## config.mk

```make
export PLATFORM = sky130hd
export DESIGN_NAME = pipe_skid_reg_flat
export DESIGN_NICKNAME = d
export VERILOG_FILES = /design/src/rtl/pipe_pkg.sv /design/src/rtl/pipe_skid_reg_if.sv /design/src/rtl/pipe_skid_reg.sv /design/src/flat_wrapper.sv
export SDC_FILE = /design/constraint.sdc
export NUM_CORES = 1
export LEC_CHECK = 0
export ABC_CLOCK_PERIOD_IN_PS = 6650
export BUFFER_PORTS_ARGS = -buffer_cell sky130_fd_sc_hd__buf_2
export CORE_UTILIZATION = 40
export DETAILED_ROUTE_END_ITERATION = 7
export GPL_ROUTABILITY_DRIVEN = 0
export SYNTH_ARGS = -nofsm -noshare
export SYNTH_HDL_FRONTEND = slang
export SYNTH_SLANG_ARGS = --single-unit
```

## constraint.sdc

```tcl
create_clock -name clk -period 6.65 [get_ports clk]
set_clock_uncertainty 0.2 [all_clocks]
set_input_delay 0 -clock clk [delete_from_list [all_inputs] [get_ports clk]]
set_output_delay 0 -clock clk [all_outputs]
set_load 0.05 [all_outputs]
```

## src/rtl/pipe_pkg.sv

```systemverilog
// rtl/pipe_pkg.sv - shared state encoding and stage bundle widths for elastic pipeline registers
package pipe_pkg;

  localparam logic [1:0] ST_EMPTY = 2'd0;
  localparam logic [1:0] ST_HALF  = 2'd1;
  localparam logic [1:0] ST_FULL  = 2'd2;

  localparam int IF_ID_W = 64;
  localparam int ID_EX_W = 166;

  typedef enum logic [1:0] {
    S_EMPTY = ST_EMPTY,
    S_HALF  = ST_HALF,
    S_FULL  = ST_FULL
  } skid_state_e;

endpackage

```

## src/rtl/pipe_skid_reg_if.sv

```systemverilog
// rtl/pipe_skid_reg_if.sv - handshake bundle between a pipeline register and its neighbours
interface pipe_skid_reg_if #(
  parameter int WIDTH = 64,
  parameter int CNT_W = 16
);

  logic             in_valid;
  logic [WIDTH-1:0] in_data;
  logic             in_ready;
  logic             out_valid;
  logic [WIDTH-1:0] out_data;
  logic             out_ready;
  logic             flush;
  logic [CNT_W-1:0] stall_count;

  // The register itself: consumes upstream/hazard controls, produces the staged bundle.
  modport slave (
    input  in_valid, in_data, out_ready, flush,
    output in_ready, out_valid, out_data, stall_count
  );

  // Surrounding pipeline: presents bundles, stall and squash controls.
  modport master (
    output in_valid, in_data, out_ready, flush,
    input  in_ready, out_valid, out_data, stall_count
  );

endinterface

```

## src/rtl/pipe_skid_reg.sv

```systemverilog
// rtl/pipe_skid_reg.sv - elastic pipeline register with one-entry skid, flush and stall counter
module pipe_skid_reg
  import pipe_pkg::*;
#(
  parameter int               WIDTH     = 64,
  parameter logic [WIDTH-1:0] NOP_VALUE = '0,
  parameter int               CNT_W     = 16
) (
  input  logic           clk,
  input  logic           reset,
  pipe_skid_reg_if.slave bus
);

  skid_state_e      r_state;
  skid_state_e      w_state_nxt;
  logic [WIDTH-1:0] r_main;
  logic [WIDTH-1:0] w_main_nxt;
  logic [WIDTH-1:0] r_skid;
  logic [WIDTH-1:0] w_skid_nxt;
  logic [CNT_W-1:0] r_stall_cnt;

  logic w_in_ready;
  logic w_out_valid;
  logic w_in_fire;
  logic w_out_fire;

  // in_ready is decoded from state only, so stalls never ripple upstream combinationally.
  assign w_in_ready  = (r_state != S_FULL);
  assign w_out_valid = (r_state != S_EMPTY);
  assign w_in_fire   = bus.in_valid & w_in_ready;
  assign w_out_fire  = w_out_valid & bus.out_ready;

  assign bus.in_ready    = w_in_ready;
  assign bus.out_valid   = w_out_valid;
  assign bus.out_data    = w_out_valid ? r_main : NOP_VALUE;
  assign bus.stall_count = r_stall_cnt;

  // State and data registers; everything returns to NOP/EMPTY on reset.
  always_ff @(posedge clk or posedge reset) begin
    if (reset) begin
      r_state <= S_EMPTY;
      r_main  <= NOP_VALUE;
      r_skid  <= NOP_VALUE;
    end else begin
      r_state <= w_state_nxt;
      r_main  <= w_main_nxt;
      r_skid  <= w_skid_nxt;
    end
  end

  // Next-state and data steering; flush wins over every handshake.
  always_comb begin
    w_state_nxt = r_state;
    w_main_nxt  = r_main;
    w_skid_nxt  = r_skid;
    if (bus.flush) begin
      w_state_nxt = S_EMPTY;
      w_main_nxt  = NOP_VALUE;
      w_skid_nxt  = NOP_VALUE;
    end else begin
      case (r_state)
        S_EMPTY: begin
          if (w_in_fire) begin
            w_state_nxt = S_HALF;
            w_main_nxt  = bus.in_data;
          end
        end
        S_HALF: begin
          if (w_in_fire && w_out_fire) begin
            w_main_nxt = bus.in_data;
          end else if (w_in_fire) begin
            // Downstream stalled: park the in-flight bundle behind main.
            w_state_nxt = S_FULL;
            w_skid_nxt  = bus.in_data;
          end else if (w_out_fire) begin
            w_state_nxt = S_EMPTY;
            w_main_nxt  = NOP_VALUE;
          end
        end
        S_FULL: begin
          if (w_out_fire) begin
            w_state_nxt = S_HALF;
            w_main_nxt  = r_skid;
          end
        end
        default: begin
          w_state_nxt = S_EMPTY;
          w_main_nxt  = NOP_VALUE;
          w_skid_nxt  = NOP_VALUE;
        end
      endcase
    end
  end

  // Saturating count of cycles where a live bundle waits on downstream, flush cycles included.
  always_ff @(posedge clk or posedge reset) begin
    if (reset) begin
      r_stall_cnt <= '0;
    end else if (w_out_valid && !bus.out_ready && (r_stall_cnt != {CNT_W{1'b1}})) begin
      r_stall_cnt <= r_stall_cnt + CNT_W'(1);
    end
  end

endmodule

```

## src/flat_wrapper.sv

```systemverilog
// flat-port wrapper written by rule: the top's interface ports become plain ports
module pipe_skid_reg_flat import pipe_pkg::*;
#(
  parameter int               WIDTH     = 64,
  parameter logic [WIDTH-1:0] NOP_VALUE = '0,
  parameter int               CNT_W     = 16
)
  (clk, reset, bus_in_valid, bus_in_data, bus_out_ready, bus_flush, bus_in_ready, bus_out_valid, bus_out_data, bus_stall_count);
  pipe_skid_reg_if #(.WIDTH(WIDTH), .CNT_W(CNT_W)) bus_i ();
  input  logic clk;
  input  logic reset;
  input wire logic [$bits(bus_i.in_valid)-1:0] bus_in_valid;
  input wire logic [$bits(bus_i.in_data)-1:0] bus_in_data;
  input wire logic [$bits(bus_i.out_ready)-1:0] bus_out_ready;
  input wire logic [$bits(bus_i.flush)-1:0] bus_flush;
  output wire logic [$bits(bus_i.in_ready)-1:0] bus_in_ready;
  output wire logic [$bits(bus_i.out_valid)-1:0] bus_out_valid;
  output wire logic [$bits(bus_i.out_data)-1:0] bus_out_data;
  output wire logic [$bits(bus_i.stall_count)-1:0] bus_stall_count;
  assign bus_i.in_valid = bus_in_valid;
  assign bus_i.in_data = bus_in_data;
  assign bus_i.out_ready = bus_out_ready;
  assign bus_i.flush = bus_flush;
  assign bus_in_ready = bus_i.in_ready;
  assign bus_out_valid = bus_i.out_valid;
  assign bus_out_data = bus_i.out_data;
  assign bus_stall_count = bus_i.stall_count;
  pipe_skid_reg #(.WIDTH(WIDTH), .NOP_VALUE(NOP_VALUE), .CNT_W(CNT_W)) u_core (.clk(clk), .reset(reset), .bus(bus_i));
endmodule
```

**Word level (Yosys, flattened, before mapping)**

Index checks and enable logic that the tools add are counted.

- Bits in registers: 146
- Input port bits: 69
- Output and inout port bits: 82

- Add/sub/neg operators: 1
- Equality and inequality tests: 12
- Multiplexer cells: 18
- Bitwise operators: 2
- Reductions and logical operators: 10

Operators by type and width:

| cell | count |
|---|---|
| $mux 64 | 9 |
| $pmux 64 s3 | 1 |
| $pmux 64 s2 | 1 |
| $add 16x1->16 const B | 1 |
| $ne 16x16->1 const B | 1 |
| $mux 2 | 6 |
| $ne 3x2->1 const B | 3 |
| $ne 4x2->1 const B | 2 |
| $reduce_and 4->1 | 2 |
| $pmux 2 s3 | 1 |
| $ne 4x4->1 const B | 1 |
| $logic_and 1x1->1 | 3 |
| $ne 3x3->1 const B | 1 |
| $reduce_and 3->1 | 1 |
| $and 1x1->1 | 2 |
| $eq 2x1->1 const B | 1 |
| $eq 2x2->1 const B | 1 |
| $logic_not 2->1 | 1 |
| $ne 2x1->1 const B | 1 |
| $ne 2x2->1 const B | 1 |
| $reduce_bool 2->1 | 1 |
| $reduce_or 2->1 | 1 |
| $logic_not 1->1 | 1 |

**Depth between registers and ports, before layout**

- Depth in word-level cells: 7
- Gate-level depth with buffers: 7
- Mapped depth without buffers: 5

**Worst setup path after synthesis**

OpenSTA, ideal clock, no wires.

- Kind: reg2reg
- From: reg u_core.r_stall_cnt[3] (netlist: u_core.bus.stall_count[3])
- To: reg u_core.r_stall_cnt[13] (netlist: u_core.bus.stall_count[13])
- Setup time: 0.125 ns
- Arrival: 1.957 ns
- Path slack: 4.368 ns
- Stages on the path, launching flop included: 5
- Path buffers: 0
- Path through: dfrtp_1 -> nand4_2 -> or4_4 -> nor2_1 -> mux2_2

- Cells in the longest elaborated chain, start to end: 2
- Elaborated cells between the ends (all ways): 3

RTL lines:

| what | RTL line | text |
|---|---|---|
| start, declared | pipe_skid_reg.sv:20 | `logic [CNT_W-1:0] r_stall_cnt;` |
| start signal, assigned | pipe_skid_reg.sv:100 | `r_stall_cnt <= r_stall_cnt + CNT_W'(1);` |
| parallel branches: the longest is 2 deep, another holds $add 16x1->16 | n/a |  |

Several ways; the timed one is not identified.
A chain may end at the register's enable or synchronous reset.

**Worst setup path after layout**

- From: in bus_flush
- To: reg u_core.r_skid[1]

- Cells in the longest elaborated chain, start to end: 2
- Elaborated cells between the ends (all ways): 5

RTL lines:

| what | RTL line | text |
|---|---|---|
| start, declared | flat_wrapper.sv:15 | `input wire logic [$bits(bus_i.flush)-1:0] bus_flush;` |
| $ne 3x2->1 (no source line), or another cell as far along | n/a |  |
| $reduce_and 3->1 (no source line) | n/a |  |
| end signal, assigned | pipe_skid_reg.sv:47 | `r_skid <= w_skid_nxt;` |
| end, declared | pipe_skid_reg.sv:18 | `logic [WIDTH-1:0] r_skid;` |

Several ways; a longest one is shown, not always the timed one.

==> flow_summary.yaml <==
worst_setup_path:
  worstSetupPathType: "input pin to flop"
  cp-end-kind: "flop"
  critPathLaunch: "bus_flush"
  crit_chain: "dlygate4sd3_1 > buf_2 > inv_2 > and2_2 > a22o_1 > dlygate4sd3_1"
  crit_path_max_fanout: 64
  cpMostUsedCell: "dlygate4sd3_1"
  r2r_slack_ns: 3.86
  worstPathArrival_ns: 3.39
  max_stage_delay_ns: 1.02
  r2r-start: "u_core.r_state[0]"
  cp.required_ns: 6.81
  cp.buffers_inverters: 4
  crit_path_start_kind: "input pin"
  cp_top_family: "buffers and inverters"
  cp_slowest_cell: "and2_2"
cts:
  clock_path_buffers: 2
  path_clk_slew_ns: 0.06
  cts_made_buffers: 17
  cts_root_buf: "clkbuf_16"
  clk_latency_ns: 0.42
  postCtsSetupRepairBufs: 0
  clock_sinks: 146
  cts_tree: "done"
  cts_resized: 0
  htreeDepth: 4
sta:
  drv_slew: 0
  worst_slew_pin_slew_ns: 1.20
  finalSetupViolCount: 0
  min_period_ns: 3.23
  max_freq_mhz: 310
  rsz0062_at_grt: "false"
  finalHoldViolations: 0
  finalCritPeriodShare: 0.486
  slew_headroom: 0.202
  tns_ns: 0
synth:
  synth_edf_count: 0
  syn_nets: 731
  synth_area_mm2: 0.00676
  ys.flop_type: "dfrtp_1"
  avgSynthCellArea_um2: 10.2
  ys_warn_count: 0
  ys_ff_latch: 146
  synth.distinct_cells: 37
  yosysSeqAreaShare: 0.540
  synth_cells: 661
  async_flop_share: 1.00
routing:
  avgRoutedWirePerCell_um: 17.3
  postRouteAntennaNets: 0
  dr.first_iter.drc_count: 395
  dr.pass1.iters: 5
  num_vias: 5966
  drc: 0
  drt-vias-per-instance: 5.50
  wl_um: 18700
global_route:
  grt_pass1_vias: 6022
  antenna_found_initial: 0
  grt_pass1_wl_um: 31300
  grt_use_total: 0.225
  grt_max_degree: 76
  overflow: 0
layout:
  fin_nets: 922
  layout.area.seq_mm2: 0.00365
  syn_to_final_growth_pct: 33.0
  antenna_cells: 0
  final_layout_size_suffix_gt1_frac: 0.240
  multi_input_area_mm2: 0.00289
  nFillCells: 1528
floorplan:
  die_h_um: 132
  core_area_mm2: 0.0165
  start_util: 0.409
  die_area_mm2: 0.0174
  io_pins: 151
  rows: 47
  die_x_um: 132
placement:
  place_hpwl_um: 10800
  portBuffers: 150
power:
  power_density_mw_per_mm2: 266
  ir_worst_vdd_mv: 0.197
  p_total_mw: 2.39
  leakagePower_nw: 4.27
min_path:
  hold_path.class: "input pin to asynchronous set/reset pin"
job:
  cap_violations: 0
outcome:
  run_status: "finished clean"
-- power by group --
part / internal, mW / switching (mW)
combinational: 0.128 / 0.271
sequential: 0.951 / 0.0554
clock: 0.599 / 0.384
total: 1.68 / 0.710
-- worst paths after layout --
check	to	cells past startpoint
worst min-delay path	u_core.r_main[31]	3
worst min register to register	u_core.r_main[43]	1
min in group clk	u_core.r_skid[10]	4
worst max-delay path	u_core.r_skid[1]	6
max in group asynchronous	u_core.r_skid[24]	4
worst max register to register	u_core.r_skid[1]	5
-- Yosys cell counts (all sizes together) (4+ instances only) --
cell type	instances	share of area
buf	19	0.014
and2	66	0.061
dfrtp	146	0.54
xor2	10	0.013
nand2	67	0.037
nand4	5	0.0056
o21ai	59	0.044
nor3	6	0.0052
nor2	11	0.0065
o2bb2ai	65	0.084
a22o	7	0.0091
clkbuf	41	0.023
nor4	4	0.0059
nand3	64	0.047
a22oi	64	0.071
-- repair_timing --
item / CTS / global route
setup endpoints to repair: 0 / 0
hold buffers: 76 / 0
hold endpoints to repair: 208 / 0
-- metrics by stage --
| stage | instance area [um^2] | instances | utilization | hold slack (ns) | setup slack [ns] |
|---|---|---|---|---|---|
| after detailed placement | 7630 | 977 | 0.462 | -0.0494 | 3.94 |
| after CTS | 8990 | 1085 | 0.544 | 0.0479 | 3.40 |
| final | 8990 | 1085 | 0.544 | 0.0288 | 3.42 |
| after global routing | 8990 | 1085 | 0.544 | 0.109 | 3.21 |
| after global placement | 7630 | 977 | 0.462 | -0.0530 | 4.03 |
| after floorplan | 6760 | 661 | - | -0.134 | 2.53 |
-- flip-flops by register name, summed over array words and instances (netlist names) --
signal,cells
u_core.r_main,64
u_core.bus.stall_count,16
u_core.r_skid,64
u_core.r_state,2
-- per-layer routing --
layer	wire, um	share of wire	track usage	vias to the layer above
met3	805	0.043	0.0365	19
met2	8880	0.47	0.360	188
li1	-	-	-	2780
met4	250	0.013	0.0807	0
met1	8780	0.47	0.310	2979
met5	0	0	0	-
-- cells by family (layout without fill, tap and decap cells) --
group,Yosys count,after routing,synth area share
mux,5,5,0.00796
compound gates,200,200,0.215
simple gates,233,233,0.179
fa+ha+maj,1,1,0.00185
xor+xnor,13,13,0.0168
flops,146,146,0.540
buf+inv,63,267,0.0381
-- worst register-to-register path, stage by stage (launching register included) --
cell and delay, ns:
dfrtp_1 0.69, nor2b_1 0.28, nand2_1 0.10, nor3_1 0.67
a22o_1 0.24, dlygate4sd3_1 0.55
-- final cells by class --
| class | instances | share of cell area |
|---|---|---|
| Multi-Input combinational cell | 452 | 0.321 |
| Inverter | 3 | 0.00181 |
| Tap cell | 220 | 0.0306 |
| Sequential cell | 146 | 0.406 |
| Clock inverter | 13 | 0.0177 |
| Clock buffer | 19 | 0.0493 |
| Timing Repair Buffer | 232 | 0.173 |
-- layout by cell type, fill, tap and decap left out, drive strengths merged, types with 5 or more instances in the layout --
cell / count
nand3: 64
nor2: 11
clkinv: 6
o2bb2ai: 65
nand2: 67
clkbuf: 19
a22o: 7
buf: 156
o21ai: 59
nor3: 6
and2: 66
xor2: 10
nand4: 5
a22oi: 64
dlygate4sd3: 76
dfrtp: 146
Power figures use the tool's default switching activity.
